**config.mk**
```make
export PLATFORM = sky130hd
export DESIGN_NAME = mem_copy_master
export DESIGN_NICKNAME = d
export VERILOG_FILES = /design/src/rtl/mem_map_pkg.sv /design/src/rtl/copy_range_check.sv /design/src/rtl/mem_copy_master.sv
export SDC_FILE = /design/constraint.sdc
export NUM_CORES = 1
export LEC_CHECK = 0
export BUFFER_PORTS_ARGS = -buffer_cell sky130_fd_sc_hd__clkbuf_2
export CAP_MARGIN = 30
export CORE_ASPECT_RATIO = 1.1
export CORE_MARGIN = 3
export CORE_UTILIZATION = 45
export DETAILED_ROUTE_END_ITERATION = 10
export PLACE_DENSITY = 0.67
export RECOVER_POWER = 25
export SYNTH_ARGS = -nofsm -noshare
export SYNTH_HDL_FRONTEND = slang
export SYNTH_HIERARCHICAL = 1
export SYNTH_SLANG_ARGS = --single-unit
```
**constraint.sdc**
```tcl
create_clock -name clk -period 5.04 [get_ports clk]
set_clock_uncertainty 0.15 [all_clocks]
set_input_delay 0.252 -clock clk [delete_from_list [all_inputs] [get_ports clk]]
set_output_delay 0.252 -clock clk [all_outputs]
set_load 0.02 [all_outputs]
```
**src/rtl/mem_map_pkg.sv**
```systemverilog
// Address map and copy-engine state encoding shared by the
// memory-copy master and future DMA-side blocks.
package mem_map_pkg;

  localparam logic [31:0] ROM_LAST  = 32'd152099;
  localparam logic [31:0] RAM_FIRST = 32'd152100;
  localparam logic [31:0] RAM_LAST  = 32'd305735;
  localparam logic [31:0] SW_ADDR   = 32'd305736;
  localparam int          LEN_W     = 18;

  typedef enum logic [2:0] {
    IDLE,
    POLL,
    READ,
    WRITE,
    FIN
  } copy_state_t;

endpackage

```
**src/rtl/copy_range_check.sv**
```systemverilog
// Combinational validity check of a block copy request.
// Ends are computed in 33 bits so address wrap is caught.
module copy_range_check #(
  parameter logic [31:0] ROM_LAST  = mem_map_pkg::ROM_LAST,
  parameter logic [31:0] RAM_FIRST = mem_map_pkg::RAM_FIRST,
  parameter logic [31:0] RAM_LAST  = mem_map_pkg::RAM_LAST,
  parameter int          LEN_W     = mem_map_pkg::LEN_W
) (
  input  logic [31:0]      src,
  input  logic [31:0]      dst,
  input  logic [LEN_W-1:0] len,
  output logic             ok,
  output logic             err
);

  logic [32:0] src_end;
  logic [32:0] dst_end;
  logic        zero;
  logic        hole;
  logic        src_bad;
  logic        dst_bad;

  assign zero    = (len == '0);
  assign src_end = {1'b0, src} + 33'(len) - 33'd1;
  assign dst_end = {1'b0, dst} + 33'(len) - 33'd1;

  // Only matters if the map ever gets a gap between ROM and RAM.
  assign hole = ((33'(ROM_LAST) + 33'd1) < 33'(RAM_FIRST))
             && (src < RAM_FIRST)
             && (src_end > 33'(ROM_LAST));

  assign src_bad = (src_end > 33'(RAM_LAST)) || hole;
  assign dst_bad = (dst < RAM_FIRST) || (dst_end > 33'(RAM_LAST));

  assign err = !zero && (src_bad || dst_bad);
  assign ok  = !zero && !err;

endmodule

```
**src/rtl/mem_copy_master.sv**
```systemverilog
// Bus initiator copying a word block into data RAM,
// two cycles per word, optionally gated by the board switch.
module mem_copy_master
  import mem_map_pkg::*;
#(
  parameter logic [31:0] ROM_LAST    = mem_map_pkg::ROM_LAST,
  parameter logic [31:0] RAM_FIRST   = mem_map_pkg::RAM_FIRST,
  parameter logic [31:0] RAM_LAST    = mem_map_pkg::RAM_LAST,
  parameter logic [31:0] SW_ADDR     = mem_map_pkg::SW_ADDR,
  parameter int          LEN_W       = mem_map_pkg::LEN_W,
  parameter bit          WAIT_SWITCH = 1'b1
) (
  input  logic             clk,
  input  logic             rst_n,
  input  logic             start,
  input  logic             abort,
  input  logic [31:0]      src_addr,
  input  logic [31:0]      dst_addr,
  input  logic [LEN_W-1:0] len,
  output logic [31:0]      bus_addr,
  output logic             bus_we,
  output logic [31:0]      bus_wd,
  input  logic [31:0]      bus_rd,
  output logic             busy,
  output logic             done,
  output logic             err
);

  copy_state_t      state, nxt;
  logic [31:0]      src_q, dst_q, src_n, dst_n;
  logic [31:0]      data_q, addr_n, off;
  logic [LEN_W-1:0] len_q, len_n, cnt, cnt_n;
  logic             we_n, busy_n, done_n, err_n;
  logic             rc_ok, rc_err;

  copy_range_check #(
    .ROM_LAST (ROM_LAST),
    .RAM_FIRST(RAM_FIRST),
    .RAM_LAST (RAM_LAST),
    .LEN_W    (LEN_W)
  ) u_rc (
    .src(src_addr),
    .dst(dst_addr),
    .len(len),
    .ok (rc_ok),
    .err(rc_err)
  );

  always_comb begin
    nxt   = state;
    src_n = src_q;
    dst_n = dst_q;
    len_n = len_q;
    cnt_n = cnt;
    err_n = err;
    unique case (state)
      IDLE: begin
        if (start) begin
          src_n = src_addr;
          dst_n = dst_addr;
          len_n = len;
          cnt_n = '0;
          err_n = rc_err;
          if (!rc_ok)           nxt = FIN;
          else if (WAIT_SWITCH) nxt = POLL;
          else                  nxt = READ;
        end
      end
      POLL: begin
        if (abort)          nxt = FIN;
        else if (bus_rd[0]) nxt = READ;
      end
      READ: nxt = abort ? FIN : WRITE;
      WRITE: begin
        cnt_n = cnt + 1'b1;
        nxt   = (abort || cnt_n == len_q) ? FIN : READ;
      end
      FIN:     nxt = IDLE;
      default: nxt = IDLE;
    endcase
  end

  // Bus outputs are computed for the next state and registered.
  always_comb begin
    off    = 32'(cnt_n);
    addr_n = '0;
    we_n   = 1'b0;
    if (nxt == POLL) addr_n = SW_ADDR;
    if (nxt == READ) addr_n = src_n + off;
    if (nxt == WRITE) begin
      addr_n = dst_n + off;
      we_n   = 1'b1;
    end
    busy_n = (nxt == POLL) || (nxt == READ) || (nxt == WRITE);
    done_n = (nxt == FIN);
  end

  always_ff @(posedge clk or negedge rst_n) begin
    if (!rst_n) begin
      state    <= IDLE;
      src_q    <= '0;
      dst_q    <= '0;
      len_q    <= '0;
      cnt      <= '0;
      data_q   <= '0;
      bus_addr <= '0;
      bus_we   <= 1'b0;
      busy     <= 1'b0;
      done     <= 1'b0;
      err      <= 1'b0;
    end else begin
      state    <= nxt;
      src_q    <= src_n;
      dst_q    <= dst_n;
      len_q    <= len_n;
      cnt      <= cnt_n;
      if (state == READ) data_q <= bus_rd;
      bus_addr <= addr_n;
      bus_we   <= we_n;
      busy     <= busy_n;
      done     <= done_n;
      err      <= err_n;
    end
  end

  assign bus_wd = bus_we ? data_q : '0;

endmodule

```
==> impl_metrics.json, run 1 <==
{
  "antenna_found_initial": 0,
  "p_sw_frac": 0.3544,
  "rsz0062_at_grt": "true",
  "routedWlPerCell_um": 19.20,
  "period_needed_ps": 4805,
  "cap_violations": 1,
  "num_io_pins": 186,
  "cp_common_cell": "inv_1",
  "syn_to_final_growth_pct": 20.33,
  "grt_overflow": 0,
  "grt_max_degree": 82,
  "antenna_cells": 0,
  "p_comb_frac": 0.363,
  "dr.pass1.iters": 5,
  "worst-path-buf-inv": 7,
  "power_frac_seq": 0.341,
  "drt_iter0_drc": 1143,
  "cts_tree": "built",
  "first_global_vias": 14580,
  "synth_seq_cells": 171,
  "clock_tree.buffer_depth": 2,
  "hp-class": "in2reg",
  "clk_pin_slew_ps": 70,
  "grt_pass1_wl_um": 78170,
  "setup-violations-final": 0,
  "dp_slack_ps": -394.8,
  "cellLeakagePower_uw": 0.009155,
  "critical_path_class": "in2reg",
  "final_nets": 2420,
  "dr_total_vias": 14880,
  "fp.dieArea_um2": 36220,
  "critPathMaxStageDelay_ps": 600,
  "synth_seq_area_share": 0.2799,
  "report.final.slew_viol_count": 82,
  "vias_per_cell": 5.716,
  "relSlewSlack": -1.562,
  "gp_congestion": 0.9788,
  "cts_root_buf": "clkbuf_16",
  "internal_power_uw": 2895,
  "required_ps": 5170,
  "start_util": 0.4581,
  "ys_types": 111,
  "end_kind": "flip-flop",
  "violations": "capacitance limit, slew limit",
  "rrSetupSlack_ps": 300,
  "switchingPower_uw": 1589,
  "totalWireLength_um": 49980,
  "synth_flop_cell": "dfrtp_1",
  "startpoint_type": "input port",
  "port_buffers": 185,
  "finalCritPeriodShare": 0.9534,
  "async_reset_ff_frac": 1.000,
  "drc": 0,
  "finalWorstSetupSlack_ps": 234.9,
  "post_route_cells_drive_above_1_share": 0.1838,
  "clock.fmax_ghz": 0.2081,
  "core_area_um2": 33370,
  "worstPathMaxFanout": 13,
  "dpl.hpwl_um": 39410,
  "cts_made_buffers": 17,
  "antenna_left": 0,
  "worst_slew_pin_slew_ps": 3844,
  "fp.dieW_um": 181.7,
  "critical_path.slowest_cell": "or4b_1",
  "power.density_nw_per_um2": 243.8,
  "synth_edf_count": 0,
  "critPathArrivalTime_ps": 4930,
  "row_count": 70,
  "netlist_instances": 1872,
  "avgSynthCellArea_um2": 8.166,
  "grtUsageTotal": 0.2690,
  "outcome": "finished with violations",
  "yosysWarnings": 6,
  "htree_num_levels": 4,
  "insertion_delay_ps": 430,
  "die_h_um": 199.3,
  "synth_area_um2": 15290,
  "report.power.total_uw": 4485,
  "cp_top_family": "compound AO/OA/AOI/OAI gates",
  "synth_fp_nets": 2134,
  "hold_violations": 0,
  "clock_sinks": 171,
  "clkPwrFrac": 0.297,
  "ir_worst_vdd_mv": 0.2002
}
layer usage:
layer	track usage	vias to the layer above	wire length (um)	share of wire
met5	0	-	0	0
met4	0.08098	0	1480	0.030
met3	0.03659	87	2770	0.055
met2	0.4616	515	24120	0.48
met1	0.3547	7151	21610	0.43
li1	-	7127	-	-
cell type report:
cell class,instances,area (um^2)
Sequential cell,171,4279
Inverter,207,777.0
Timing Repair Buffer,342,2278
Multi-Input combinational cell,1419,9933
Clock buffer,20,446.7
Tap cell,432,540.5
Fill cell,3135,14970
Clock inverter,12,140.1
cells in the final DEF, fill, tap and decap left out, types with 9 or more instances in the layout:
cell | synthesis | routed
nand4_1 | 22 | 22
o31ai_1 | 11 | 11
clkbuf_16 | 0 | 18
and3_1 | 17 | 17
buf_4 | 5 | 95
nor4_1 | 12 | 12
a21o_1 | 36 | 36
nand2_1 | 302 | 302
clkbuf_2 | 0 | 161
nor2_1 | 84 | 83
nor2b_1 | 17 | 17
o211ai_1 | 21 | 21
and2_1 | 45 | 45
dfrtp_1 | 171 | 171
ha_1 | 140 | 140
a31oi_1 | 24 | 23
inv_1 | 205 | 205
clkbuf_1 | 44 | 25
dlygate4sd3_1 | 0 | 59
o21ai_1 | 9 | 9
mux2_2 | 38 | 38
mux2i_1 | 17 | 17
nor3b_1 | 10 | 9
nor3_1 | 28 | 27
a211oi_1 | 18 | 18
o21bai_1 | 12 | 12
nand3_1 | 30 | 30
o21ai_0 | 85 | 85
xnor2_1 | 74 | 74
xor2_1 | 44 | 44
o21a_1 | 15 | 15
a21oi_1 | 99 | 97
o22ai_1 | 25 | 25
cells by family (layout without fill, tap and decap cells):
family / after synthesis / in the layout / share of synthesized area
xor+xnor: 119 / 119 / 0.06867
compound gates: 466 / 466 / 0.2112
simple gates: 633 / 633 / 0.2033
fa+ha+maj: 145 / 145 / 0.1206
mux: 56 / 56 / 0.04010
buf+inv: 282 / 581 / 0.07620
flops: 171 / 171 / 0.2799
state kept, by name, summed over array words and instances (netlist names):
register and count:
state 3, bus_addr 32, len_q 18, data_q 32
busy 1, dst_q 32, src_q 32, bus_we 1
done 1, err 1, cnt 18
tightest hold or removal path: cells and delay by family:
family	cells	cell delay, ps
simple gates	2	150
buf+inv	1	120
stage by stage:
stage	area (um^2)	TNS [ps]	hold WS, ps	std cells	util
after floorplan	15290	0	-193.6	1872	-
after global placement	17100	-8538	195.0	2509	0.5124
after detailed placement	17130	-9844	203.0	2510	0.5133
after CTS	18310	0	2.377	2601	0.5486
after global routing	18400	-6.524	5.718	2603	0.5513
final	18400	0	8.469	2603	0.5513
synthesized netlist by cell type, types with 7 or more instances:
master	n	area [um^2]
a2111oi_0	7	61.31
a211oi_1	18	135.1
a21o_1	36	270.3
a21oi_1	99	495.5
a31oi_1	24	150.1
and2_1	45	281.5
and3_1	17	106.4
and4_1	8	70.07
buf_2	14	70.07
buf_6	8	90.09
clkbuf_1	44	165.2
dfrtp_1	171	4279
ha_1	140	1752
inv_1	205	769.5
mux2_2	38	427.9
mux2i_1	17	170.2
nand2_1	302	1134
nand2b_1	8	50.05
nand3_1	30	150.1
nand4_1	22	137.6
nor2_1	84	315.3
nor2b_1	17	106.4
nor3_1	28	140.1
nor3b_1	10	75.07
nor4_1	12	75.07
o2111ai_1	8	70.07
o211ai_1	21	157.7
o21a_1	15	112.6
o21ai_0	85	425.4
o21ai_1	9	45.04
o21bai_1	12	90.09
o221ai_1	7	61.31
o22ai_1	25	156.4
o31ai_1	11	82.58
xnor2_1	74	648.1
xor2_1	44	385.4
final timing paths:
path,from,end,cells past startpoint
setup / recovery,len[1],bus_addr[15]$_DFF_PN0_,25
hold / removal,dst_addr[4],dst_q[4]$_DFF_PN0_,3
setup reg to reg,state[1]$_DFF_PN0_,bus_addr[24]$_DFF_PN0_,18
hold reg to reg,src_q[0]$_DFF_PN0_,src_q[0]$_DFF_PN0_,2
max in group asynchronous,rst_n,busy$_DFF_PN0_,2
min in group asynchronous,rst_n,dst_q[27]$_DFF_PN0_,2
repair_timing:
action                                  CTS  global route
hold endpoints to repair                137             0
buffers inserted                          0             1
resized for setup                         0            20
endpoints found under the setup margin    0            34
hold buffers                             59             0
power groups by stage:
stage                     combinational, uW  clock (uW)  sequential, uW
final                                  1630        1330            1530
after detailed placement               1530           0            1550
after global routing                   1780        1410            1540
after global placement                 1520           0            1550
after floorplan                        1030           0            1540
after CTS                              1580        1340            1530
Note: power is estimated with default switching activity, not from simulation.
==> run 2, diff against run 1 <==
--- a/config.mk
+++ b/config.mk
@@ -10,8 +10,8 @@
 export CORE_ASPECT_RATIO = 1.1
 export CORE_MARGIN = 3
 export CORE_UTILIZATION = 45
+export CTS_BUF_LIST = sky130_fd_sc_hd__clkbuf_4 sky130_fd_sc_hd__clkbuf_8
 export DETAILED_ROUTE_END_ITERATION = 10
-export PLACE_DENSITY = 0.67
 export RECOVER_POWER = 25
 export SYNTH_ARGS = -nofsm -noshare
 export SYNTH_HDL_FRONTEND = slang
==> constraint.sdc (replaced) <==
create_clock -name clk -period 4.7 [get_ports clk]
set_clock_uncertainty 0.15 [all_clocks]
set_input_delay 0.235 -clock clk [delete_from_list [all_inputs] [get_ports clk]]
set_output_delay 0.235 -clock clk [all_outputs]
set_load 0.02 [all_outputs]
==> impl_metrics.json, run 2 (synthesis gave the netlist of run 1 again) <==
{
  "totalWireLength_um": 52020,
  "cap_violations": 1,
  "grtUsageTotal": 0.2817,
  "report.power.total_uw": 4707,
  "row_count": 70,
  "grt_overflow": 0,
  "grt_max_degree": 101,
  "utilization": 0.5934,
  "setup-violations-final": 0,
  "power.density_nw_per_um2": 237.7,
  "fill_cells": 3082,
  "finalCritPeriodShare": 0.9596,
  "critical_path_class": "in2reg",
  "cellLeakagePower_uw": 0.009966,
  "clock_tree.buffer_depth": 2,
  "clock.fmax_ghz": 0.2217,
  "dr.pass1.iters": 5,
  "dpl.hpwl_um": 41880,
  "first_global_vias": 15410,
  "post_route_cells_drive_above_1_share": 0.2407,
  "drt_iter0_drc": 870,
  "rrSetupSlack_ps": 210,
  "final_nets": 2617,
  "vias_per_cell": 5.470,
  "htree_num_levels": 4,
  "required_ps": 4900,
  "insertion_delay_ps": 490,
  "final_common_cell": "nand2_1",
  "syn_to_final_growth_pct": 29.52,
  "place_area_um2": 18410,
  "antenna_found_initial": 0,
  "drc": 0,
  "hp-class": "in2reg",
  "clk_pin_slew_ps": 100,
  "die_h_um": 199.3,
  "grtUsageMet2": 0.5074,
  "period_needed_ps": 4510,
  "start_util": 0.4581,
  "violations": "capacitance limit, slew limit",
  "finalWorstSetupSlack_ps": 190.1,
  "fp.dieArea_um2": 36220,
  "grtUsageMet1": 0.3458,
  "fp.dieW_um": 181.7,
  "routedWlPerCell_um": 18.58,
  "report.final.slew_viol_count": 97,
  "ir_worst_vdd_mv": 0.1596,
  "end_kind": "flip-flop",
  "place_inst": 2678,
  "startpoint_type": "input port",
  "final_cell_area_um2": 19800,
  "outcome": "finished with violations",
  "core_area_um2": 33370,
  "cts_root_buf": "clkbuf_8",
  "busiest_layer": "met2",
  "clock_sinks": 171,
  "cts_made_buffers": 17,
  "relSlewSlack": -0.6619,
  "grt_util_met3": 0.04697,
  "dp_slack_ps": -514.8,
  "rsz0062_at_grt": "true",
  "grt_pass1_wl_um": 81210,
  "antenna_left": 0,
  "hold_violations": 0,
  "critPathArrivalTime_ps": 4710,
  "port_buffers": 185,
  "dr_total_vias": 15320,
  "antenna_cells": 0,
  "cts_tree": "built",
  "final_cell_mix": "nand2_1, buf_4, inv_1",
  "worst_slew_pin_slew_ps": 2493,
  "instances_no_fill": 2800,
  "num_io_pins": 186,
  "worstPathMaxFanout": 7,
  "gp_congestion": 0.9157
}
run 2: cell types whose count changed in the layout (fill, tap and decap cells not counted), moves of 2 or more:
cell           delta
clkbuf_2         -11
clkinv_2          -2
a2111oi_1         -3
clkbuf_16        -18
inv_6             +2
clkinv_4          -2
clkbuf_1         +11
clkbuf_4          +2
fa_1              -2
a2111oi_0         +3
fa_2              +2
dlygate4sd3_1    +25
buf_4           +170
clkbuf_8         +17
run 2: final timing paths:
check	from	end	cells past startpoint
max	len[1]	bus_addr[6]$_DFF_PN0_	26
min	src_addr[14]	src_q[14]$_DFF_PN0_	4
min reg2reg	src_q[13]$_DFF_PN0_	src_q[13]$_DFF_PN0_	2
max reg2reg	state[0]$_DFF_PN0_	bus_addr[27]$_DFF_PN0_	17
max in group asynchronous	rst_n	len_q[5]$_DFFE_PN0P_	5
min in group asynchronous	rst_n	dst_q[23]$_DFF_PN0_	3
run 2: routing by layer:
| layer | wire length (um) | vias up | part of all wire |
|---|---|---|---|
| met4 | 1362 | 0 | 0.026 |
| li1 | - | 7521 | - |
| met2 | 26560 | 397 | 0.51 |
| met3 | 2439 | 92 | 0.047 |
| met1 | 21650 | 7306 | 0.42 |
| met5 | 0 | - | 0 |
run 2: final cells by class:
type / count / area [um^2] / area share
multi-input cells: 1419 / 9992 / 0.5046
repair buffers: 539 / 3795 / 0.1917
well taps: 432 / 540.5 / 0.02730
flip-flops and latches: 171 / 4279 / 0.2161
clock inverters: 12 / 153.9 / 0.007773
inverters: 207 / 777.0 / 0.03924
clock buffers: 20 / 262.8 / 0.01327
run 2: worst max-delay path, stage by stage:
cell      delay, ps
clkbuf_2         90
inv_1            70
ha_1            270
inv_1            60
ha_1            170
inv_1            60
fa_2            350
nand2b_1        170
a21o_1          210
buf_4           150
nand2_2          90
a311o_1         290
a311oi_4        170
o311a_1         350
a21oi_1         150
a21oi_1          90
or4b_4          580
nor3_1          190
buf_4           170
nand2_1          80
a21boi_1        160
nand2_1         100
a211o_4         130
buf_6           120
o211a_1         160
o21ai_1          50
run 2: power breakdown:
part | total [uW] | switching [uW] | leakage [uW] | internal (uW)
Clock | 1110 | 595 | 0.000203 | 513
Sequential | 1640 | 54.5 | 0.00223 | 1580
Combinational | 1960 | 1070 | 0.00753 | 889
Total | 4710 | 1720 | 0.00997 | 2990
run 2: repair_timing:
item | in CTS | in global routing
hold buffers | 83 | 1
gates resized for setup | 0 | 29
setup buffers | 0 | 5
hold endpoints to repair | 182 | 4
endpoints found under the setup margin | 0 | 32
run 2: per-stage QoR:
step                setup TNS, ps  hold slack (ps)
floorplan                  -5.437           -210.6
global placement           -13010            256.2
detailed placement         -13420            254.8
CTS                             0            4.466
global route               -253.3            26.08
finish                          0            25.20
==> run 3, diff against run 2 <==
--- a/config.mk
+++ b/config.mk
@@ -12,6 +12,7 @@
 export CORE_UTILIZATION = 45
 export CTS_BUF_LIST = sky130_fd_sc_hd__clkbuf_4 sky130_fd_sc_hd__clkbuf_8
 export DETAILED_ROUTE_END_ITERATION = 10
+export GPL_TIMING_DRIVEN = 0
 export RECOVER_POWER = 25
 export SYNTH_ARGS = -nofsm -noshare
 export SYNTH_HDL_FRONTEND = slang
==> impl_metrics.json, run 3 (synthesis gave the netlist of run 1 again) <==
{
  "worstHoldStart": "src_addr[23]",
  "clkPwrFrac": 0.231,
  "setup-violations-final": 0,
  "r2r_cells": 20,
  "row_count": 70,
  "period_needed_ps": 4575,
  "internal_power_uw": 2723,
  "critPathArrivalTime_ps": 4750,
  "rr_startpoint": "state[1]$_DFF_PN0_",
  "hp-class": "in2reg",
  "clk_pin_slew_ps": 100,
  "cellLeakagePower_uw": 0.009410,
  "core_area_um2": 33370,
  "gp_congestion": 0.9757,
  "rrSetupSlack_ps": 150,
  "outcome": "finished with violations",
  "power_frac_seq": 0.364,
  "cts_tree": "built",
  "final_cell_area_um2": 19420,
  "htree_num_levels": 4,
  "antenna_left": 0,
  "start_util": 0.4581,
  "cts_made_buffers": 17,
  "dr.pass1.iters": 5,
  "dr_total_vias": 15010,
  "holdPathStages": 3,
  "hold_violations": 0,
  "final_common_cell": "nand2_1",
  "first_global_vias": 14830,
  "startpoint_type": "input port",
  "required_ps": 4870,
  "antenna_found_initial": 3,
  "hold_end": "src_q[23]$_DFF_PN0_",
  "cts_root_buf": "clkbuf_8",
  "tns_ps": 0,
  "cap_violations": 1,
  "num_io_pins": 186,
  "drt_iter0_drc": 1042,
  "violations": "capacitance limit, slew limit",
  "final_cell_mix": "nand2_1, inv_1, dfrtp_1",
  "grt_max_degree": 90,
  "vias_per_cell": 5.622,
  "end_kind": "flip-flop",
  "fp.dieArea_um2": 36220,
  "power.density_nw_per_um2": 231.5,
  "r2r_end": "bus_addr[20]$_DFF_PN0_",
  "worst_slew_pin_slew_ps": 3681,
  "place_area_um2": 16830,
  "drc": 0,
  "clock_sinks": 171,
  "relSlewSlack": -1.454,
  "die_h_um": 199.3,
  "p_comb_frac": 0.404,
  "totalWireLength_um": 53820,
  "final_nets": 2487,
  "post_route_cells_drive_above_1_share": 0.2177,
  "dpl.hpwl_um": 41320,
  "ir_worst_vdd_mv": 0.1520,
  "grt_overflow": 0,
  "routedWlPerCell_um": 20.16,
  "grtUsageTotal": 0.2874,
  "worstPathMaxFanout": 10,
  "grt_pass1_wl_um": 81500,
  "p_sw_frac": 0.3944,
  "switchingPower_uw": 1774,
  "critical_path_class": "in2reg",
  "report.final.slew_viol_count": 83,
  "clock_tree.buffer_depth": 2,
  "insertion_delay_ps": 480,
  "port_buffers": 185,
  "clock.fmax_ghz": 0.2186,
  "fp.dieW_um": 181.7,
  "syn_to_final_growth_pct": 27.07,
  "finalCritPeriodShare": 0.9734
}
## run 3: what timing repair did
item,CTS,global route
pin swaps,65,49
buffers inserted,39,17
resized for setup,129,80
endpoints found under the setup margin,36,32
gates cloned,0,2
hold buffers,100,0
hold endpoints to repair,183,0
## run 3: power groups by stage
stage	clock (uW)	sequential, uW	combinational, uW
final	1040	1640	1820
after global routing	1120	1650	1990
after CTS	1070	1640	1710
after detailed placement	0	1670	1550
after global placement	0	1660	1530
after floorplan	0	1650	1110
## run 3: worst max-delay path, cell delays in order
cell      delay [ps]
clkbuf_2         150
inv_1             80
ha_1             280
inv_1             40
ha_1             360
a21oi_1          450
nand2_4          140
a311o_1          410
a311oi_4         330
nor3_1           120
or4_4            560
a31oi_4          150
nand4_1          220
nor3_4           330
nand2_2          130
a21boi_4         160
nand2_2           90
a211o_4          200
buf_12           180
o22ai_1          110
## run 3: layout make-up
| type | instances | area (um^2) |
|---|---|---|
| Antenna cell | 1 | 2.502 |
| Buffer | 69 | 531.8 |
| Clock buffer | 17 | 234.0 |
| Clock inverter | 14 | 146.4 |
| Fill cell | 3108 | 13940 |
| Inverter | 207 | 777.0 |
| Multi-Input combinational cell | 1419 | 10490 |
| Sequential cell | 171 | 4279 |
| Tap cell | 432 | 540.5 |
| Timing Repair Buffer | 340 | 2422 |
## run 3: per-stage QoR
stage / instances / hold slack [ps] / power, uW / worst slack (ps) / utilization
2_1_floorplan: 1872 / -210.6 / 2756 / -5.437 / -
3_3_place_gp: 2489 / 314.9 / 3197 / -1705 / 0.5032
3_5_place_dp: 2490 / 171.8 / 3216 / -1794 / 0.5043
4_1_cts: 2654 / 0.8388 / 4417 / -34.67 / 0.5699
5_1_grt: 2669 / 19.90 / 4759 / -58.53 / 0.5820
6_report: 2670 / 18.51 / 4497 / 125.2 / 0.5821
## run 3: worst max path at each step
stage                                  end                from  slack [ps]
CTS                 bus_addr[24]$_DFF_PN0_  state[0]$_DFF_PN0_         -30
finish               bus_addr[1]$_DFF_PN0_         src_addr[6]         130
floorplan           bus_addr[24]$_DFF_PN0_  state[1]$_DFF_PN0_          -5
global route        bus_addr[15]$_DFF_PN0_        dst_addr[12]         -60
global placement    bus_addr[13]$_DFF_PN0_             len[12]       -1700
detailed placement  bus_addr[13]$_DFF_PN0_             len[12]       -1790
## run 3: metal layers
layer	global-route usage	vias to the layer above	share of wire
met1	0.3570	7198	0.42
met5	0	-	0.00059
li1	-	7248	-
met2	0.4955	440	0.49
met4	0.1312	6	0.043
met3	0.04260	120	0.047
